### src/rtl/mp_pio_bank.sv
// mp_pio_bank: multi-channel Avalon-MM parallel I/O bank.
//
// Each channel has WIDTH bits. It provides per-bit direction, atomic
// set/clear of outputs and synchronised inputs. It also has rising-edge
// capture with a masked, level-sensitive interrupt.
//
// Build option: define MP_PIO_BANK_IRQ_EN to implement EDGECAPTURE, IRQMASK,
// the post-reset priming counter and irq. When the macro is left undefined:
// - those registers read 0 and ignore writes;
// - irq is tied low;
// - the history flop and the priming counter are not built.
//
// Address map: {channel, reg[2:0]}. The registers are:
// 0 DATA, 1 DIRECTION, 2 IRQMASK, 3 EDGECAPTURE, 4 OUTSET, 5 OUTCLEAR.
// Registers 6 and 7 are reserved.

module mp_pio_bank #(
  parameter int CHANNELS = 3,
  parameter int WIDTH    = 8,
  parameter int AW       = $clog2(CHANNELS) + 3
) (
  input  logic                      clk_clk,
  input  logic                      reset_reset,
  input  logic [AW-1:0]             avs_address,
  input  logic                      avs_read,
  input  logic                      avs_write,
  input  logic [31:0]               avs_writedata,
  output logic [31:0]               avs_readdata,
  output logic                      avs_readdatavalid,
  input  logic [CHANNELS*WIDTH-1:0] pio_in,
  output logic [CHANNELS*WIDTH-1:0] pio_out,
  output logic [CHANNELS*WIDTH-1:0] pio_oe,
  output logic                      irq
);

  localparam int NB = CHANNELS * WIDTH;
  // Width of the channel field. It is kept at least 1 bit so that a
  // single-channel build still has a legal signal.
  localparam int CW = (AW > 3) ? AW - 3 : 1;
  localparam logic [CW:0] CH_LIMIT = CHANNELS[CW:0];

  localparam logic [2:0] REG_DATA   = 3'd0;
  localparam logic [2:0] REG_DIR    = 3'd1;
  localparam logic [2:0] REG_MASK   = 3'd2;
  localparam logic [2:0] REG_CAP    = 3'd3;
  localparam logic [2:0] REG_OUTSET = 3'd4;
  localparam logic [2:0] REG_OUTCLR = 3'd5;

  // ---------------------------------------------------------------------
  // Address decode
  // ---------------------------------------------------------------------
  logic [CW-1:0]       ch_idx;
  logic [2:0]          reg_sel;
  logic                ch_ok;
  logic [CHANNELS-1:0] ch_hit;
  logic [NB-1:0]       wr_lane;   // all bits of the addressed channel
  logic [WIDTH-1:0]    wdata;
  logic [NB-1:0]       wdata_rep; // write data replicated to every channel
  logic [NB-1:0]       wr_bits;   // write data confined to addressed channel

  assign reg_sel = avs_address[2:0];

  generate
    if (AW > 3) begin : g_ch_field
      assign ch_idx = avs_address[AW-1:3];
    end else begin : g_ch_single
      assign ch_idx = '0;
    end
  endgenerate

  // Channel indices beyond CHANNELS select nothing.
  // They read 0 and their writes fall on an all-zero lane mask.
  assign ch_ok = ({1'b0, ch_idx} < CH_LIMIT);

  // One-hot channel select and the matching per-bit lane mask.
  always_comb begin
    // NOTE: every signal written in always_comb gets a default first so that no path leaves it unassigned and infers a latch.
    ch_hit  = '0;
    wr_lane = '0;
    for (int c = 0; c < CHANNELS; c++) begin
      ch_hit[c]                  = ch_ok && (ch_idx == CW'(c));
      wr_lane[c*WIDTH +: WIDTH]  = {WIDTH{ch_hit[c]}};
    end
  end

  assign wdata     = avs_writedata[WIDTH-1:0];
  assign wdata_rep = {CHANNELS{wdata}};
  assign wr_bits   = wdata_rep & wr_lane;

  // Bits of avs_writedata above WIDTH are don't-care by definition.
  logic unused_wdata;
  assign unused_wdata = ^avs_writedata;

  // ---------------------------------------------------------------------
  // Output and direction registers (zero wait state writes)
  // ---------------------------------------------------------------------

  // Output register: plain load, atomic OR-set and AND-clear.
  always_ff @(posedge clk_clk) begin
    if (reset_reset) begin
      // NOTE: state registers use non-blocking assignments so every flop samples pre-edge values regardless of block order.
      pio_out <= '0;
    end else if (avs_write) begin
      case (reg_sel)
        REG_DATA:   pio_out <= (pio_out & ~wr_lane) | wr_bits;
        REG_OUTSET: pio_out <= pio_out | wr_bits;
        REG_OUTCLR: pio_out <= pio_out & ~wr_bits;
        default:    pio_out <= pio_out;
      endcase
    end
  end

  // Direction register: 1 = drive the pad.
  always_ff @(posedge clk_clk) begin
    if (reset_reset) begin
      pio_oe <= '0;
    end else if (avs_write && (reg_sel == REG_DIR)) begin
      pio_oe <= (pio_oe & ~wr_lane) | wr_bits;
    end
  end

  // ---------------------------------------------------------------------
  // Input synchroniser
  // ---------------------------------------------------------------------
  logic [NB-1:0] s1;
  logic [NB-1:0] s2;

  // Two-flop synchroniser for the asynchronous pad inputs.
  always_ff @(posedge clk_clk) begin
    if (reset_reset) begin
      s1 <= '0;
      s2 <= '0;
    end else begin
      s1 <= pio_in;
      s2 <= s1;
    end
  end

  // ---------------------------------------------------------------------
  // Edge capture and interrupt
  // ---------------------------------------------------------------------
  logic [NB-1:0] irq_mask;
  logic [NB-1:0] edge_cap;

`ifdef MP_PIO_BANK_IRQ_EN
  logic [NB-1:0] s3;
  logic [NB-1:0] edge_hit;
  logic [NB-1:0] cap_clr;
  logic [1:0]    prime_cnt;
  logic          primed;

  // History flop: the previous synchronised value, used to spot 0->1.
  always_ff @(posedge clk_clk) begin
    if (reset_reset) begin
      s3 <= '0;
    end else begin
      s3 <= s2;
    end
  end

  // Priming counter.
  // Edge detection stays blind for the first three cycles after reset.
  // During that time the synchroniser fills with pin levels that were
  // already high, which would otherwise look like rising edges.
  always_ff @(posedge clk_clk) begin
    if (reset_reset) begin
      prime_cnt <= 2'd0;
    end else if (!primed) begin
      prime_cnt <= prime_cnt + 2'd1;
    end
  end

  assign primed   = (prime_cnt == 2'd3);
  // Driven bits never capture. Their pad value is our own output.
  assign edge_hit = s2 & ~s3 & ~pio_oe & {NB{primed}};
  assign cap_clr  = (avs_write && (reg_sel == REG_CAP)) ? wr_bits : '0;

  // Interrupt mask register.
  always_ff @(posedge clk_clk) begin
    if (reset_reset) begin
      irq_mask <= '0;
    end else if (avs_write && (reg_sel == REG_MASK)) begin
      irq_mask <= (irq_mask & ~wr_lane) | wr_bits;
    end
  end

  // Edge capture with write-1-to-clear.
  // The set term is ORed last, so a new edge beats a simultaneous clear.
  always_ff @(posedge clk_clk) begin
    if (reset_reset) begin
      edge_cap <= '0;
    end else begin
      edge_cap <= (edge_cap & ~cap_clr) | edge_hit;
    end
  end

  // Registered level interrupt: any captured edge that is masked in.
  always_ff @(posedge clk_clk) begin
    if (reset_reset) begin
      irq <= 1'b0;
    end else begin
      irq <= |(edge_cap & irq_mask);
    end
  end
`else
  assign irq_mask = '0;
  assign edge_cap = '0;
  assign irq      = 1'b0;
`endif

  // ---------------------------------------------------------------------
  // Read path
  // ---------------------------------------------------------------------
  logic [NB-1:0]    data_view;
  logic [WIDTH-1:0] rd_word;

  // A DATA read shows the synchronised pad level on input bits.
  // On driven bits it shows the output register instead.
  assign data_view = (s2 & ~pio_oe) | (pio_out & pio_oe);

  // Register select for the addressed channel.
  // A missing channel or a reserved or write-only register yields 0.
  always_comb begin
    rd_word = '0;
    for (int c = 0; c < CHANNELS; c++) begin
      if (ch_hit[c]) begin
        case (reg_sel)
          REG_DATA: rd_word = data_view[c*WIDTH +: WIDTH];
          REG_DIR:  rd_word = pio_oe[c*WIDTH +: WIDTH];
          REG_MASK: rd_word = irq_mask[c*WIDTH +: WIDTH];
          REG_CAP:  rd_word = edge_cap[c*WIDTH +: WIDTH];
          default:  rd_word = '0;
        endcase
      end
    end
  end

  // Registered read data with a one-cycle valid pulse.
  // Reads see pre-edge state, so a read that coincides with a write
  // returns the old value. Reset drops any pending valid.
  always_ff @(posedge clk_clk) begin
    if (reset_reset) begin
      avs_readdata      <= '0;
      avs_readdatavalid <= 1'b0;
    end else begin
      avs_readdatavalid <= avs_read;
      if (avs_read) begin
        avs_readdata <= 32'(rd_word);
      end
    end
  end

endmodule

### config.mk
export PLATFORM = sky130hd
export DESIGN_NAME = mp_pio_bank
export DESIGN_NICKNAME = d
export VERILOG_FILES = /design/src/rtl/mp_pio_bank.sv
export SDC_FILE = /design/constraint.sdc
export NUM_CORES = 1
export LEC_CHECK = 0
export BUFFER_PORTS_ARGS = -buffer_cell sky130_fd_sc_hd__buf_2
export CAP_MARGIN = 20
export CORE_AREA = 2 2 104 106
export DETAILED_ROUTE_END_ITERATION = 7
export DIE_AREA = 0 0 106 108
export GPL_TIMING_DRIVEN = 0
export PLACE_DENSITY_LB_ADDON = 0.2
export REMOVE_ABC_BUFFERS = 1
export SLEW_MARGIN = 25
export SYNTH_ARGS = -nofsm -noshare
export SYNTH_HDL_FRONTEND = slang
export SYNTH_SLANG_ARGS = --single-unit
### constraint.sdc
create_clock -name clk_clk -period 1.9 [get_ports clk_clk]
set_input_delay 0.38 -clock clk_clk [delete_from_list [all_inputs] [get_ports clk_clk]]
set_output_delay 0.38 -clock clk_clk [all_outputs]
set_load 0.02 [all_outputs]
==> flow_summary_export.csv, run 1 <==
group,metric,value,unit
worst_setup_path,reg2regPathDepth,4,
timing,final_hold_viol_count,0,
routing,drt-vias-per-instance,4.964,
place,dpl_cell_area,0.004692,sq mm
worst_setup_path,path_class,"input pin to register",
synthesis,synth.distinct_cells,38,
worst_setup_path,startpoint,"avs_address[0]",
clock_network,htreeDepth,3,
timing,fmaxAchievable,0.5912,GHz
floorplan,die_h,108,um
synthesis,yosysTopAreaCell,"dfxtp_1",
pwr,p_leak,1.954,nW
routing,first_pass_iters,5,
timing,worst_pin_slew,1.010,ns
clock_network,cts.path.max_buffers,2,
worst_setup_path,worstSetupStartpointType,"input pin",
synthesis,syn_area_per_cell,8.861,sq um
grt,antenna_found_initial,0,
finish,drive_gt1_frac,0.2416,
worst_setup_path,rrSetupSlack,0.55,ns
outcome,outcome,"completed",
routing,via_count,3490,
timing,tns,0,ns
floorplan,die_area,0.01145,sq mm
worst_setup_path,cp.required,2.20,ns
routing,drc_errors,0,
finish,fillCellCount,1026,
synthesis,synth-main-ff-cell,"dfxtp_1",
clock_network,clock_latency,0.37,ns
synthesis,ys_seq_area_frac,0.4984,
finish,syn2layout_area_growth,16.67,%
pwr,sw_frac_of_total,0.2502,
pwr,p_clk_frac,0.345,
pwr,total_power,4.050,mW
flow_run,cap_violations,0,
min_path,hp-class,"input pin to register",
floorplan,ioPinCount,147,
worst_setup_path,cp_max_fo,54,
clock_network,cts_tree,"built",
timing,worst_slack,0.2086,ns
timing,slew_violations,0,
floorplan,core-area,0.01023,sq mm
synthesis,yosysWarnings,0,
worst_setup_path,endpoint_kind,"register",
place,routabilityCongestion,0.7860,
timing,max_slew_margin,0.3249,
timing,finalCriticalPeriod,1.691,ns
grt,grt_pass1_wl,16.66,mm
synthesis,synth_edf_count,0,
routing,drt_iter0_drc,129,
pwr,powerDensity,822.9,mW/mm^2
grt,grt_max_degree,61,
worst_setup_path,r2r_end,"avs_readdata[3]",
clock_network,root_buffer,"clkbuf_8",
finish,nNetsFinal,627,
clock_network,cts_hold_buf,0,
timing,setup_viol,0,
routing,routedWlPerCell,15.31,um
worst_setup_path,cp.arrival,1.99,ns
pwr,power_frac_seq,0.565,
timing,fin_crit_sh,0.8902,
routing,route.antenna.remaining_nets,0,
synthesis,synth_largest_type_area_fraction,0.4984,
grt,gr-total-overflow,0,
synthesis,netlist_top_cells_count,"105 x dfxtp_1, 72 x o21ai_0, 56 x nor2b_1",
timing,rsz0062_at_grt,"no",
synthesis,async_flop_share,0,
clock_network,cts_buffers,9,
place,portBuffers,97,
routing,finalWirelength,10.77,mm
timing,fin_skew,0.01039,ns
finish,antenna_cells,0,
place,dpl.hpwl,6.904,mm
floorplan,initial_core_util,0.4123,
timing,whs,0.2070,ns
synthesis,yosysMostFrequentCell,"dfxtp_1",
synthesis,syn_area,0.004218,sq mm
pwr,power_frac_comb,0.090,
pwr,p_int,3.036,mW
finish,fin_area,0.004921,sq mm
floorplan,die_w,106,um
pwr,peakVddDrop,432.1,uV
place,pre_cts_ws,-1.059,ns
pwr,switching_power,1.013,mW
clock_network,clock-sinks,105,
grt,grt_pass1_vias,3160,
clock_network,clkTransAtPathRegs,0.10,ns
synthesis,ys_ff_latch,105,
synthesis,synth_area_leaders,"dfxtp_1 50%, o21ai_0 8.5%, nor2b_1 8.3%, a21oi_1 5.9%, buf_4 4.8%",
synthesis,netlist_instances,476,
grt,track_usage,0.1908,
floorplan,rows,37,
metrics by stage:
step,util,instances
floorplan,-,450
global route,0.4810,703
global placement,0.4557,683
CTS,0.4788,700
detailed placement,0.4586,684
finish,0.4810,703
area by class of cell:
type                       count  area [sq um]  share of cell area
clock buffer                  12         145.1             0.02949
inverter                       1         3.754           0.0007628
timing repair buffer         101         540.5              0.1098
tap                          136         170.2             0.03458
multi-input combinational    344          1907              0.3875
clock inverter                 4         52.55             0.01068
sequential                   105          2102              0.4272
metal layers:
| metal | GRT usage | vias to the layer above | part of all wire |
|---|---|---|---|
| li1 | - | 1731 | - |
| met3 | 0.04882 | 5 | 0.069 |
| met1 | 0.2423 | 1646 | 0.44 |
| met5 | 0 | - | 0 |
| met2 | 0.3180 | 108 | 0.49 |
| met4 | 0.06391 | 0 | 0.0063 |
critical path, cell delays in order:
cell and delay (ns):
buf_4 0.42, nand2_2 0.41, nor2_2 0.50, nand2_1 0.11, a21oi_1 0.15
timing repair:
action                     CTS  global route
pin swaps                    0             1
setup endpoints to repair   24             6
resized for setup            4             0
setup buffers                0             3
cells in the final DEF (no fill, tap or decap), types with 2 or more instances in the layout:
cell | netlist | routed
o21ai_0 | 72 | 72
mux2i_1 | 8 | 8
dfxtp_1 | 105 | 105
clkinv_4 | 0 | 2
a311oi_1 | 4 | 4
nor4_2 | 2 | 2
conb_1 | 1 | 25
nor2b_1 | 56 | 56
nand3_1 | 2 | 2
clkbuf_1 | 17 | 2
o211ai_1 | 2 | 2
a21oi_1 | 50 | 50
or3b_2 | 10 | 10
buf_4 | 27 | 5
clkbuf_8 | 0 | 10
nand2b_1 | 13 | 13
buf_2 | 3 | 95
nor2_1 | 28 | 27
nand2_1 | 47 | 46
a211oi_1 | 8 | 8
nor3b_1 | 2 | 2
power groups by stage:
stage	Sequential, mW	Clock (mW)	Combinational [mW]
3_5_place_dp	2.34	0	0.361
3_3_place_gp	2.34	0	0.348
4_1_cts	2.29	1.43	0.364
6_report	2.29	1.40	0.364
5_1_grt	2.30	1.51	0.401
2_1_floorplan	2.36	0	0.157
how the worst min path moves through the flow:
stage / startpoint / to / slack [ns] / depth (start not counted)
floorplan: s1[0] / s2[0] / 0.41 / 1
global placement: s1[13] / s2[13] / 0.42 / 1
detailed placement: s1[8] / s2[8] / 0.42 / 1
CTS: pio_in[14] / s1[14] / 0.20 / 2
global route: pio_in[8] / s1[8] / 0.20 / 2
finish: pio_in[19] / s1[19] / 0.21 / 2
logic make-up (layout without fill, tap and decap cells):
kind of cell | count (synthesis) | in the layout | synth area share
flops | 105 | 105 | 0.4984
compound gates | 140 | 140 | 0.1807
mux | 8 | 8 | 0.01899
buf+inv | 51 | 118 | 0.07238
other cells | 1 | 25 | 0.0008891
simple gates | 171 | 171 | 0.2287
Note: power is estimated with default switching activity, not from simulation.
==> inputs of run 2 (changes only) <==
Settings changed: CORE_AREA 2 2 104 106 to 5 5 107 109, DIE_AREA 0 0 106 108 to 0 0 112 114.
Clock period 1.9 ns to 1.7 ns, I/O delays scaled along.
==> flow_summary_export.csv, run 2 (synthesized netlist as in run 1, its figures left out) <==
group,metric,value,unit
outcome,outcome,"completed",
clock_network,clkTransAtPathRegs,0.11,ns
routing,drt-vias-per-instance,4.955,
worst_setup_path,cp.arrival,1.82,ns
grt,track_usage,0.1698,
finish,nNetsFinal,625,
grt,antenna_found_initial,1,
timing,fin_crit_sh,0.9066,
grt,grt_pass1_vias,3233,
routing,finalWirelength,11.05,mm
worst_setup_path,cp_max_fo,54,
worst_setup_path,crit_path_top_delay_cell,"nand2_2",
min_path,hold-path-endpoint,"s1[21]",
routing,via_count,3493,
worst_setup_path,max_stage_delay,0.42,ns
clock_network,cts.path.max_buffers,2,
finish,fin_util,0.4686,
worst_setup_path,worst-path-buf-inv,1,
routing,routedWlPerCell,15.68,um
worst_setup_path,crit_chain,"buf_4 > nand2_2 > nor2_4 > nand2_1 > a21oi_1",
min_path,hold_start,"pio_in[21]",
clock_network,root_buffer,"clkbuf_8",
routing,first_pass_iters,5,
min_path,hp-class,"input pin to register",
timing,setup_viol,0,
floorplan,initial_core_util,0.4014,
finish,syn2layout_area_growth,16.73,%
worst_setup_path,worstSetupStartpointType,"input pin",
timing,rsz0062_at_grt,"no",
place,dpl.hpwl,7.321,mm
worst_setup_path,rrSetupSlack,0.33,ns
timing,slew_violations,0,
floorplan,die_h,114,um
timing,finalCriticalPeriod,1.541,ns
worst_setup_path,path_class,"input pin to register",
timing,fin_skew,0.009973,ns
worst_setup_path,startpoint,"avs_address[0]",
routing,route.antenna.remaining_nets,0,
timing,tns,0,ns
clock_network,cts_hold_buf,0,
finish,layout_commonest_cell,"dfxtp_1",
place,portBuffers,97,
timing,max_slew_margin,0.3122,
clock_network,cts_buffers,9,
pwr,p_leak,1.949,nW
grt,grt_pass1_wl,17.31,mm
pwr,powerDensity,930.8,mW/mm^2
worst_setup_path,cp.required,1.98,ns
floorplan,core-area,0.01051,sq mm
flow_run,cap_violations,0,
floorplan,die_area,0.01277,sq mm
worst_setup_path,reg2regPathDepth,4,
clock_network,clock_latency,0.36,ns
clock_network,clock-sinks,105,
floorplan,die_w,112,um
floorplan,ioPinCount,147,
routing,drt_iter0_drc,242,
grt,gr-total-overflow,0,
timing,worst_pin_slew,1.023,ns
worst_setup_path,r2r_end,"avs_readdata[4]",
timing,fmaxAchievable,0.6488,GHz
grt,grt_max_degree,57,
finish,drive_gt1_frac,0.2425,
place,routabilityCongestion,0.7482,
floorplan,rows,38,
finish,antenna_cells,0,
timing,final_hold_viol_count,0,
min_path,min_path_cells,2,
pwr,peakVddDrop,477.4,uV
clock_network,htreeDepth,3,
finish,final_cell_mix,"105 x dfxtp_1, 95 x buf_2, 72 x o21ai_0, 56 x nor2b_1, 50 x a21oi_1",
routing,drc_errors,0,
worst_setup_path,crit_family,"simple AND/OR/NAND/NOR gates",
worst_setup_path,endpoint_kind,"register",
clock_network,cts_tree,"built",
[run 2: changes by cell type in the layout (fill, tap and decap cells not counted), sizes merged]
| cell | before | now |
|---|---|---|
| buf | 101 | 99 |
| clkbuf | 12 | 11 |
| inv | 1 | 2 |
[run 2: cell type report]
| cell class | count | area [sq um] |
|---|---|---|
| Multi-Input combinational cell | 344 | 1912 |
| Timing Repair Buffer | 99 | 518.0 |
| Clock buffer | 11 | 151.4 |
| Sequential cell | 105 | 2102 |
| Clock inverter | 5 | 61.31 |
| Tap cell | 140 | 175.2 |
| Inverter | 1 | 3.754 |
| Fill cell | 1041 | 5584 |
[run 2: metal layers]
layer	share of wire	wire [um]	global-route usage
met1	0.44	4808	0.2255
met2	0.47	5212	0.2698
met3	0.084	927	0.05252
met4	0.0081	90	0.04567
met5	0.0010	11	0
[run 2: how the worst max path moves through the flow]
stage | end | depth (start not counted)
after global placement | register | 5
final | register | 5
after global routing | register | 5
after floorplan | register | 4
after CTS | register | 5
after detailed placement | register | 5
[run 2: per-stage QoR]
stage	std cells	worst slack (ns)	cell area [sq um]	hold slack [ns]	total power, mW
2_1_floorplan	450	0.1338	4006	0.4079	2.812
3_3_place_gp	687	-1.159	4667	0.4173	3.003
3_5_place_dp	688	-1.246	4690	0.4223	3.016
4_1_cts	705	0.03356	4918	0.1531	4.630
5_1_grt	705	0.03082	4923	0.1536	4.767
6_report	705	0.1587	4923	0.1739	4.583
[run 2: worst reg2reg max path, stage by stage, from the launching register on]
cell and delay (ns):
dfxtp_1 0.34, or3b_2 0.46, a21oi_1 0.16, a211oi_1 0.06, a211oi_1 0.26
[run 2: what timing repair did]
item	CTS	global route
setup endpoints to repair	25	8
pin swaps	1	0
gates cloned	0	0
resized for setup	4	1
buffers inserted	1	0
[run 2: power breakdown]
| part | leakage [nW] | switching [mW] | internal, mW |
|---|---|---|---|
| clock | 0.110 | 0.851 | 0.771 |
| sequential | 0.859 | 0.0239 | 2.53 |
| combinational | 0.981 | 0.272 | 0.132 |
| total | 1.95 | 1.15 | 3.44 |
